### src/rtl/fault_rng_pkg.sv
// Shared constants, FSM state type and LFSR step function for the fault RNG arbiter.
package fault_rng_pkg;

  localparam int unsigned LFSR_W = 12;

  localparam int unsigned TAP_A = 11;
  localparam int unsigned TAP_B = 5;
  localparam int unsigned TAP_C = 3;
  localparam int unsigned TAP_D = 0;

  localparam logic [LFSR_W-1:0] DEFAULT_SEED = 12'hAAA;

  typedef enum logic [1:0] {
    IDLE,
    SERVE,
    FLUSH,
    DONE
  } fault_rng_state_t;

  function automatic logic [LFSR_W-1:0] lfsr_next(input logic [LFSR_W-1:0] v);
    return {v[LFSR_W-2:0], v[TAP_A] ^ v[TAP_B] ^ v[TAP_C] ^ v[TAP_D]};
  endfunction

endpackage

### src/rtl/fault_rng_arbiter_if.sv
// Step-scheduler / fault-gate bus of the fault RNG arbiter; master = scheduler side.
interface fault_rng_arbiter_if
  import fault_rng_pkg::*;
#(
  parameter int unsigned NUM_REQ = 4
);

  logic                       step_start;
  logic [NUM_REQ-1:0]         req;
  logic [LFSR_W*NUM_REQ-1:0]  thresh;
  logic [NUM_REQ-1:0]         grant;
  logic                       result;
  logic                       busy;
  logic                       logic_reset;
  logic                       step_done;
  logic [15:0]                hit_count;

  modport master (
    output step_start, req, thresh,
    input  grant, result, busy, logic_reset, step_done, hit_count
  );

  modport slave (
    input  step_start, req, thresh,
    output grant, result, busy, logic_reset, step_done, hit_count
  );

endinterface

### src/rtl/fault_rng_lfsr.sv
// 12-bit Fibonacci LFSR shared by all requesters; advances only when adv_i is high.
module fault_rng_lfsr
  import fault_rng_pkg::*;
#(
  parameter logic [LFSR_W-1:0] SEED = DEFAULT_SEED
) (
  input  logic              clk,
  input  logic              reset_n,
  input  logic              adv_i,
  output logic [LFSR_W-1:0] lfsr_o
);

  // An all-zero state would lock up the register.
  localparam logic [LFSR_W-1:0] SEED_EFF = (SEED == '0) ? LFSR_W'(1) : SEED;

  logic [LFSR_W-1:0] lfsr_q;

  always_ff @(posedge clk or negedge reset_n) begin
    if (!reset_n) begin
      lfsr_q <= SEED_EFF;
    end else if (adv_i) begin
      lfsr_q <= lfsr_next(lfsr_q);
    end
  end

  assign lfsr_o = lfsr_q;

endmodule

### src/rtl/fault_rng_arbiter.sv
// Round-robin sharing of one LFSR among NUM_REQ faulty gates per wiring step.
// Optional hit counter enabled by defining FAULT_RNG_STATS_EN.
module fault_rng_arbiter
  import fault_rng_pkg::*;
#(
  parameter int unsigned       NUM_REQ   = 4,
  parameter logic [LFSR_W-1:0] LFSR_SEED = DEFAULT_SEED
) (
  input  logic                clk,
  input  logic                reset_n,
  fault_rng_arbiter_if.slave  bus
);

  localparam int unsigned PTR_W = $clog2(NUM_REQ);

  fault_rng_state_t   state_q, state_d;
  logic [NUM_REQ-1:0] pending_q, pending_d;
  logic [PTR_W-1:0]   rr_q, rr_d;
  logic [NUM_REQ-1:0] grant_q, grant_d;
  logic               result_q, result_d;
  logic               busy_q, busy_d;
  logic               lreset_q, lreset_d;
  logic               done_q, done_d;

  logic [LFSR_W-1:0]  lfsr;
  logic [LFSR_W-1:0]  sel_thresh;
  logic [PTR_W-1:0]   sel_idx;
  logic               sel_found;
  logic               cmp;
  logic               adv;
  int unsigned        cand;

  fault_rng_lfsr #(.SEED(LFSR_SEED)) u_lfsr (
    .clk     (clk),
    .reset_n (reset_n),
    .adv_i   (adv),
    .lfsr_o  (lfsr)
  );

  // First pending index at or after rr_q, scanning with wrap-around.
  always_comb begin
    sel_found = 1'b0;
    sel_idx   = '0;
    cand      = 0;
    for (int unsigned k = 0; k < NUM_REQ; k++) begin
      cand = (32'(rr_q) + k) % NUM_REQ;
      if (!sel_found && pending_q[cand]) begin
        sel_found = 1'b1;
        sel_idx   = PTR_W'(cand);
      end
    end
  end

  assign sel_thresh = bus.thresh[32'(sel_idx)*LFSR_W +: LFSR_W];
  assign cmp        = (lfsr < sel_thresh);
  assign adv        = (state_q == SERVE) && sel_found;

  always_comb begin
    state_d   = state_q;
    pending_d = pending_q;
    rr_d      = rr_q;
    grant_d   = '0;
    result_d  = 1'b0;
    busy_d    = busy_q;
    lreset_d  = 1'b0;
    done_d    = 1'b0;
    case (state_q)
      IDLE: begin
        if (bus.step_start) begin
          pending_d = bus.req;
          busy_d    = 1'b1;
          state_d   = (bus.req == '0) ? FLUSH : SERVE;
        end
      end
      SERVE: begin
        if (sel_found) begin
          grant_d            = NUM_REQ'(1) << sel_idx;
          result_d           = cmp;
          pending_d[sel_idx] = 1'b0;
          rr_d               = (32'(sel_idx) == NUM_REQ - 1) ? '0 : sel_idx + PTR_W'(1);
        end
        if (pending_d == '0) begin
          state_d = FLUSH;
        end
      end
      FLUSH: begin
        lreset_d = 1'b1;
        state_d  = DONE;
      end
      DONE: begin
        done_d  = 1'b1;
        busy_d  = 1'b0;
        state_d = IDLE;
      end
      default: state_d = IDLE;
    endcase
  end

  always_ff @(posedge clk or negedge reset_n) begin
    if (!reset_n) begin
      state_q   <= IDLE;
      pending_q <= '0;
      rr_q      <= '0;
      grant_q   <= '0;
      result_q  <= 1'b0;
      busy_q    <= 1'b0;
      lreset_q  <= 1'b0;
      done_q    <= 1'b0;
    end else begin
      state_q   <= state_d;
      pending_q <= pending_d;
      rr_q      <= rr_d;
      grant_q   <= grant_d;
      result_q  <= result_d;
      busy_q    <= busy_d;
      lreset_q  <= lreset_d;
      done_q    <= done_d;
    end
  end

  assign bus.grant       = grant_q;
  assign bus.result      = result_q;
  assign bus.busy        = busy_q;
  assign bus.logic_reset = lreset_q;
  assign bus.step_done   = done_q;

`ifdef FAULT_RNG_STATS_EN
  logic [15:0] hit_q;

  always_ff @(posedge clk or negedge reset_n) begin
    if (!reset_n) begin
      hit_q <= '0;
    end else if (adv && cmp && (hit_q != '1)) begin
      hit_q <= hit_q + 16'd1;
    end
  end

  assign bus.hit_count = hit_q;
`else
  assign bus.hit_count = '0;
`endif

endmodule

### src/flat_wrapper.sv
// flat-port wrapper written by rule: the top's interface ports become plain ports
module fault_rng_arbiter_flat import fault_rng_pkg::*;
#(
  parameter int unsigned       NUM_REQ   = 4,
  parameter logic [LFSR_W-1:0] LFSR_SEED = DEFAULT_SEED
)
  (clk, reset_n, bus_step_start, bus_req, bus_thresh, bus_grant, bus_result, bus_busy, bus_logic_reset, bus_step_done, bus_hit_count);
  fault_rng_arbiter_if #(.NUM_REQ(NUM_REQ)) bus_i ();
  input  logic clk;
  input  logic reset_n;
  input wire logic [$bits(bus_i.step_start)-1:0] bus_step_start;
  input wire logic [$bits(bus_i.req)-1:0] bus_req;
  input wire logic [$bits(bus_i.thresh)-1:0] bus_thresh;
  output wire logic [$bits(bus_i.grant)-1:0] bus_grant;
  output wire logic [$bits(bus_i.result)-1:0] bus_result;
  output wire logic [$bits(bus_i.busy)-1:0] bus_busy;
  output wire logic [$bits(bus_i.logic_reset)-1:0] bus_logic_reset;
  output wire logic [$bits(bus_i.step_done)-1:0] bus_step_done;
  output wire logic [$bits(bus_i.hit_count)-1:0] bus_hit_count;
  assign bus_i.step_start = bus_step_start;
  assign bus_i.req = bus_req;
  assign bus_i.thresh = bus_thresh;
  assign bus_grant = bus_i.grant;
  assign bus_result = bus_i.result;
  assign bus_busy = bus_i.busy;
  assign bus_logic_reset = bus_i.logic_reset;
  assign bus_step_done = bus_i.step_done;
  assign bus_hit_count = bus_i.hit_count;
  fault_rng_arbiter #(.NUM_REQ(NUM_REQ), .LFSR_SEED(LFSR_SEED)) u_core (.clk(clk), .reset_n(reset_n), .bus(bus_i));
endmodule
### config.mk
export PLATFORM = sky130hd
export DESIGN_NAME = fault_rng_arbiter_flat
export DESIGN_NICKNAME = d
export VERILOG_FILES = /design/src/rtl/fault_rng_pkg.sv /design/src/rtl/fault_rng_arbiter_if.sv /design/src/rtl/fault_rng_lfsr.sv /design/src/rtl/fault_rng_arbiter.sv /design/src/flat_wrapper.sv
export SDC_FILE = /design/constraint.sdc
export NUM_CORES = 1
export LEC_CHECK = 0
export CAP_MARGIN = 5
export CORE_MARGIN = 3
export CORE_UTILIZATION = 40
export DETAILED_ROUTE_END_ITERATION = 8
export DONT_BUFFER_PORTS = 1
export SETUP_SLACK_MARGIN = 0.4
export SLEW_MARGIN = 20
export SYNTH_ARGS = -nofsm -noshare
export SYNTH_HDL_FRONTEND = slang
export SYNTH_SLANG_ARGS = --single-unit
### constraint.sdc
create_clock -name clk -period 4.43 [get_ports clk]
set_input_delay 0.6645 -clock clk [delete_from_list [all_inputs] [get_ports clk]]
set_output_delay 0.6645 -clock clk [all_outputs]
set_load 0.05 [all_outputs]
### Yosys cells after proc, flatten, opt, wreduce, memory -nomap -nowiden

Cells that the tools add are included.
W data, S select, Z words.

* bits in registers: 28
* input bits: 55
* output and inout port bits: 24

* $add $sub $neg: 4
* $mul: 1
* magnitude comparators: 7
* eq/ne operators: 6
* shift-type cells: 2
* multiplexer cells: 35
* bitwise gates (word level): 5
* reductions and logical operators: 17

Operators by type and width (count)
* $shiftx A48 B7 Y12: 1
* $mux W4: 5
* $mux W2: 8
* $lt A2 B3 Y1 const B: 5
* $mux W1: 14
* $lt A12 B12 Y1: 1
* $bmux W1 S2: 4
* $logic_not A4 Y1: 2
* $pmux W2 S4: 1
* $pmux W4 S2: 1
* $reduce_and A2 Y1: 4
* $eq A2 B2 Y1 const B: 3
* $logic_and A1 B1 Y1: 5
* $add A2 B1 Y2 const B: 2
* $add A2 B2 Y2 const B: 2
* $and A4 B4 Y4: 1
* $mul A2 B2 Y4 const B: 1
* $ne A2 B2 Y1 const B: 2
* $not A4 Y4: 1
* $reduce_bool A2 Y1: 2
* $shl A1 B2 Y4 const A: 1
* $logic_not A1 Y1: 3
* $xor A1 B1 Y1: 3
* $demux W1 S2: 1
* 4 further kinds: 4

### Logic depth before layout (Yosys ltp)

* depth in word-level cells: 23
* gate-level depth with buffers: 12
* gate-level depth less buffers: 11

### Modules after synthesis

Synthesis repeated with hierarchy kept, for this count alone.

* cell total of the unflattened synthesis: 215
* area total of the unflattened synthesis: 2218.4 sq um

By module, submodules not included
* fault_rng_arbiter: times used 1, cells an instance 185, area each 1744.2 sq um
* fault_rng_lfsr: times used 1, cells an instance 30, area each 474.2 sq um

### Worst setup path before layout

No wires, ideal clock.

* path type: flip-flop to flip-flop
* start point: register u_core.rr_q[1]
* end point: register u_core.result_q, in the netlist u_core.bus.result
* library setup time: 0.094 ns
* arrival time: 2.435 ns
* required time: 4.336 ns
* slack: 1.901 ns
* stages on the path, launching flop included: 12
* path buffers: 1
* path through: dfrtp_1 > a21o_2 > a21oi_1 > o22a_2 > buf_2 > mux2_2 > ha_1 > a211oi_1 > o21ai_0 > o2111ai_1 > nand3_1 > a211oi_1

* word-level cells in the longest chain between the ends: 17
* elaborated cells on any way between the ends: 30
* classes of those cells: add/sub (3); mul (1); order compare (1); shift (1); mux (18); reduce/logical (6)

RTL lines
* from (decl): line fault_rng_arbiter.sv:18 `logic [PTR_W-1:0] rr_q, rr_d;`
* from (signal assigned): line fault_rng_arbiter.sv:112 `rr_q <= rr_d;`
* parallel branches: the longest is 15 deep, another holds $mul A2 B2 Y4
* $mux W1 *: line fault_rng_arbiter.sv:76 `if (sel_found) begin`
* $mux W1 *: line fault_rng_arbiter.sv:67 `case (state_q)`
* via u_core.result_d: line fault_rng_arbiter.sv:20 `logic result_q, result_d;`
* to (signal assigned): line fault_rng_arbiter.sv:114 `result_q <= result_d;`
* to (decl): line fault_rng_arbiter.sv:20

Mark *: on every way through the listed nets, which the timed path passes. The select of a mux whose other input is x is not followed.
A chain may end at the register's enable or synchronous reset.

### Worst setup path after layout

Ends and elaborated chain as after synthesis.

==> results.toml <==
[outcome]
status = "finished, final reports clean"

[routing]
wire_per_inst_um = 14.2
wl_um = 3880
antenna_left = 0
vias = 1422
viasPerCell = 5.21
dr.first_iter.drc_count = 27
drt_drc_violations_left = 0
drtPass1Iterations = 4

[global_routing]
grt_pass1_wl_um = 5790
grt_overflow_total = 0
grt_antenna_before_repair = 0
grt_start_max_net_pins = 29
grtUsageTotal = 0.116
grt_pass1_vias = 1231

[sta]
fmax_mhz = 351
finalClockSkew_ps = 3.74
finalCritPeriodShare = 0.643
tns_ps = 0
slew_violations = 0
period_needed_ps = 2850
setup_ws_ps = 1580
rsz0062_at_grt = "false"
hold_violations = 0
holdWs_ps = 76.4
finalSetupViolCount = 0

[synthesis]
synthTopCellsByArea = "dfrtp_1 (25%), mux2i_1 (13%), mux2_2 (12%), ha_1 (11%), dfstp_2 (7.2%)"
ys_types = 36
synth.avg_cell_area_um2 = 10.6
ys_ff_latch = 28
seq_area_frac_synth = 0.324
synth_area_um2 = 2190
synth-main-ff-cell = "dfrtp_1"
synthCells = 207
ys_async_sr_fraction = 1.00
ys_warn_count = 0
synth-edff-count = 0
synth.top_cell.area_share = 0.252
synth_area_leader_cell = "dfrtp_1"

[cts]
cts.repair.resized = 0
cts_tree = "yes"
ctsLongestPathBuffers = 2
insertion_delay_ps = 270
cts_buffers = 3
cts_hold_buf = 0
cts.clk_slew.worst_paths_ps = 90
cts_root_buffer = "clkbuf_8"
clock_sinks = 28
cts_setup_buffers = 0
htree_levels = 1

[finish]
fin_nets = 278
final_cell_mix = "mux2i_1 (29), mux2_2 (24), dfrtp_1 (22)"
antenna_cells = 0
syn2layout_area_growth_pct = 0.687
drive_gt1_frac = 0.207
final_common_cell = "mux2i_1"

[critical_path]
cp.arrival_ps = 3030
r2r_slack_ps = 1580
criticalPathCategory = "reg -> reg"
ff2ff_path_depth = 11
cp-end-kind = "flip-flop"
start_kind = "flip-flop"
r2r_end = "u_core.bus.result"
worstPathMaxFanout = 26
required_ps = 4620
rr_startpoint = "u_core.rr_q[1]"

[floorplanning]
fp-row-count = 26
die_y_um = 79.9
start_util = 0.420
fp.dieArea_um2 = 6390
die_w_um = 79.9
boundaryPins = 79
fp.coreArea_um2 = 5200

[placed_design]
hpwl_um = 3000
routabilityCongestion = 0.749
dpl_worst_slack_ps = 1570
io_buffers = 0

[run]
cap_violations = 0

[min_path]
hold_class = "in -> async"

[power_and_ir_drop]
powerDensity_nw_per_um2 = 692
max-vdd-ir-drop_v = 0.000273
p_leak_nw = 1.04
[metrics by stage]
step | instances | cell area (µm²) | total power, mW | utilization
global placement | 269 | 2160 | 1.39 | 0.414
finish | 273 | 2200 | 1.52 | 0.423
floorplan | 222 | 2240 | 1.32 | -
detailed placement | 269 | 2160 | 1.40 | 0.414
CTS | 273 | 2200 | 1.54 | 0.423
global route | 273 | 2200 | 1.65 | 0.423
[per-layer routing]
| layer | track usage | wire length, µm | vias to the layer above |
|---|---|---|---|
| met4 | 0.0355 | 33 | 0 |
| met3 | 0.0293 | 381 | 2 |
| met2 | 0.175 | 1600 | 65 |
| li1 | - | - | 700 |
| met1 | 0.161 | 1870 | 655 |
| met5 | 0 | 0 | - |
[sequential cells by signal, indices dropped and copies added (netlist names)]
register and flops:
u_core.u_lfsr.lfsr_o 12, u_core.bus.result 1, u_core.state_q 2, u_core.bus.step_done 1
u_core.bus.grant 4, u_core.pending_q 4, u_core.rr_q 2, u_core.bus.logic_reset 1
u_core.bus.busy 1
[logic make-up (layout without fill, tap and decap cells)]
family	Yosys count	count (layout)	share of synthesized area
muxes	53	53	0.256
buffers and inverters	39	20	0.112
AOI/OAI and AO/OA	38	38	0.120
DFF	28	28	0.324
and+or+nand+nor	26	26	0.0653
adders and majority gates	19	19	0.109
xor gates and xnor gates	3	3	0.0120
other	1	16	0.00172
[cells in the mapped netlist, types with 2 or more instances]
library cell and number:
mux2i_1 29, mux2_2 24, dfrtp_1 22, ha_1 19, buf_4 16, inv_1 15, o21ai_0 15, nand2_1 8
dfstp_2 6, nor2_1 6, buf_2 5, a211oi_1 4, a22o_1 4, nand3_1 3, a21oi_1 2, and4_1 2
buf_12 2, nand4_1 2, nor2b_1 2, o21a_1 2, o22a_2 2, o22ai_1 2, xor2_1 2
[worst max-delay path, cell delays in order (launching register included)]
cell	delay [ps]
dfrtp_1	440
mux2i_1	280
o22ai_2	180
nor2_8	420
mux2i_1	130
mux2_2	280
ha_1	300
a211oi_1	200
o21ai_0	120
o2111ai_1	120
nand3_1	90
a211oi_1	200
[where the power goes]
part           total (mW)  internal [mW]  switching (mW)
clock network       0.141         0.0644          0.0762
logic               0.908          0.432           0.476
registers           0.473          0.316           0.158
total                1.52          0.812           0.710
[how the worst max path moves through the flow]
stage,startpoint,endpoint,slack (ps)
6_report,u_core.rr_q[1],u_core.bus.result,1580
2_1_floorplan,u_core.rr_q[1],u_core.bus.result,1900
5_1_grt,u_core.rr_q[1],u_core.bus.result,1310
3_3_place_gp,u_core.rr_q[1],u_core.bus.result,1640
3_5_place_dp,u_core.rr_q[1],u_core.bus.result,1570
4_1_cts,u_core.rr_q[1],u_core.bus.result,1540
[cell type report]
type,count,area [µm²]
multi-input cells,155,1300
repair buffers,1,7.51
flip-flops and latches,28,708
well taps,70,87.6
clock buffers,4,45.0
inverters,15,56.3
fillers,530,3000
(Power assumes the default switching activity.)
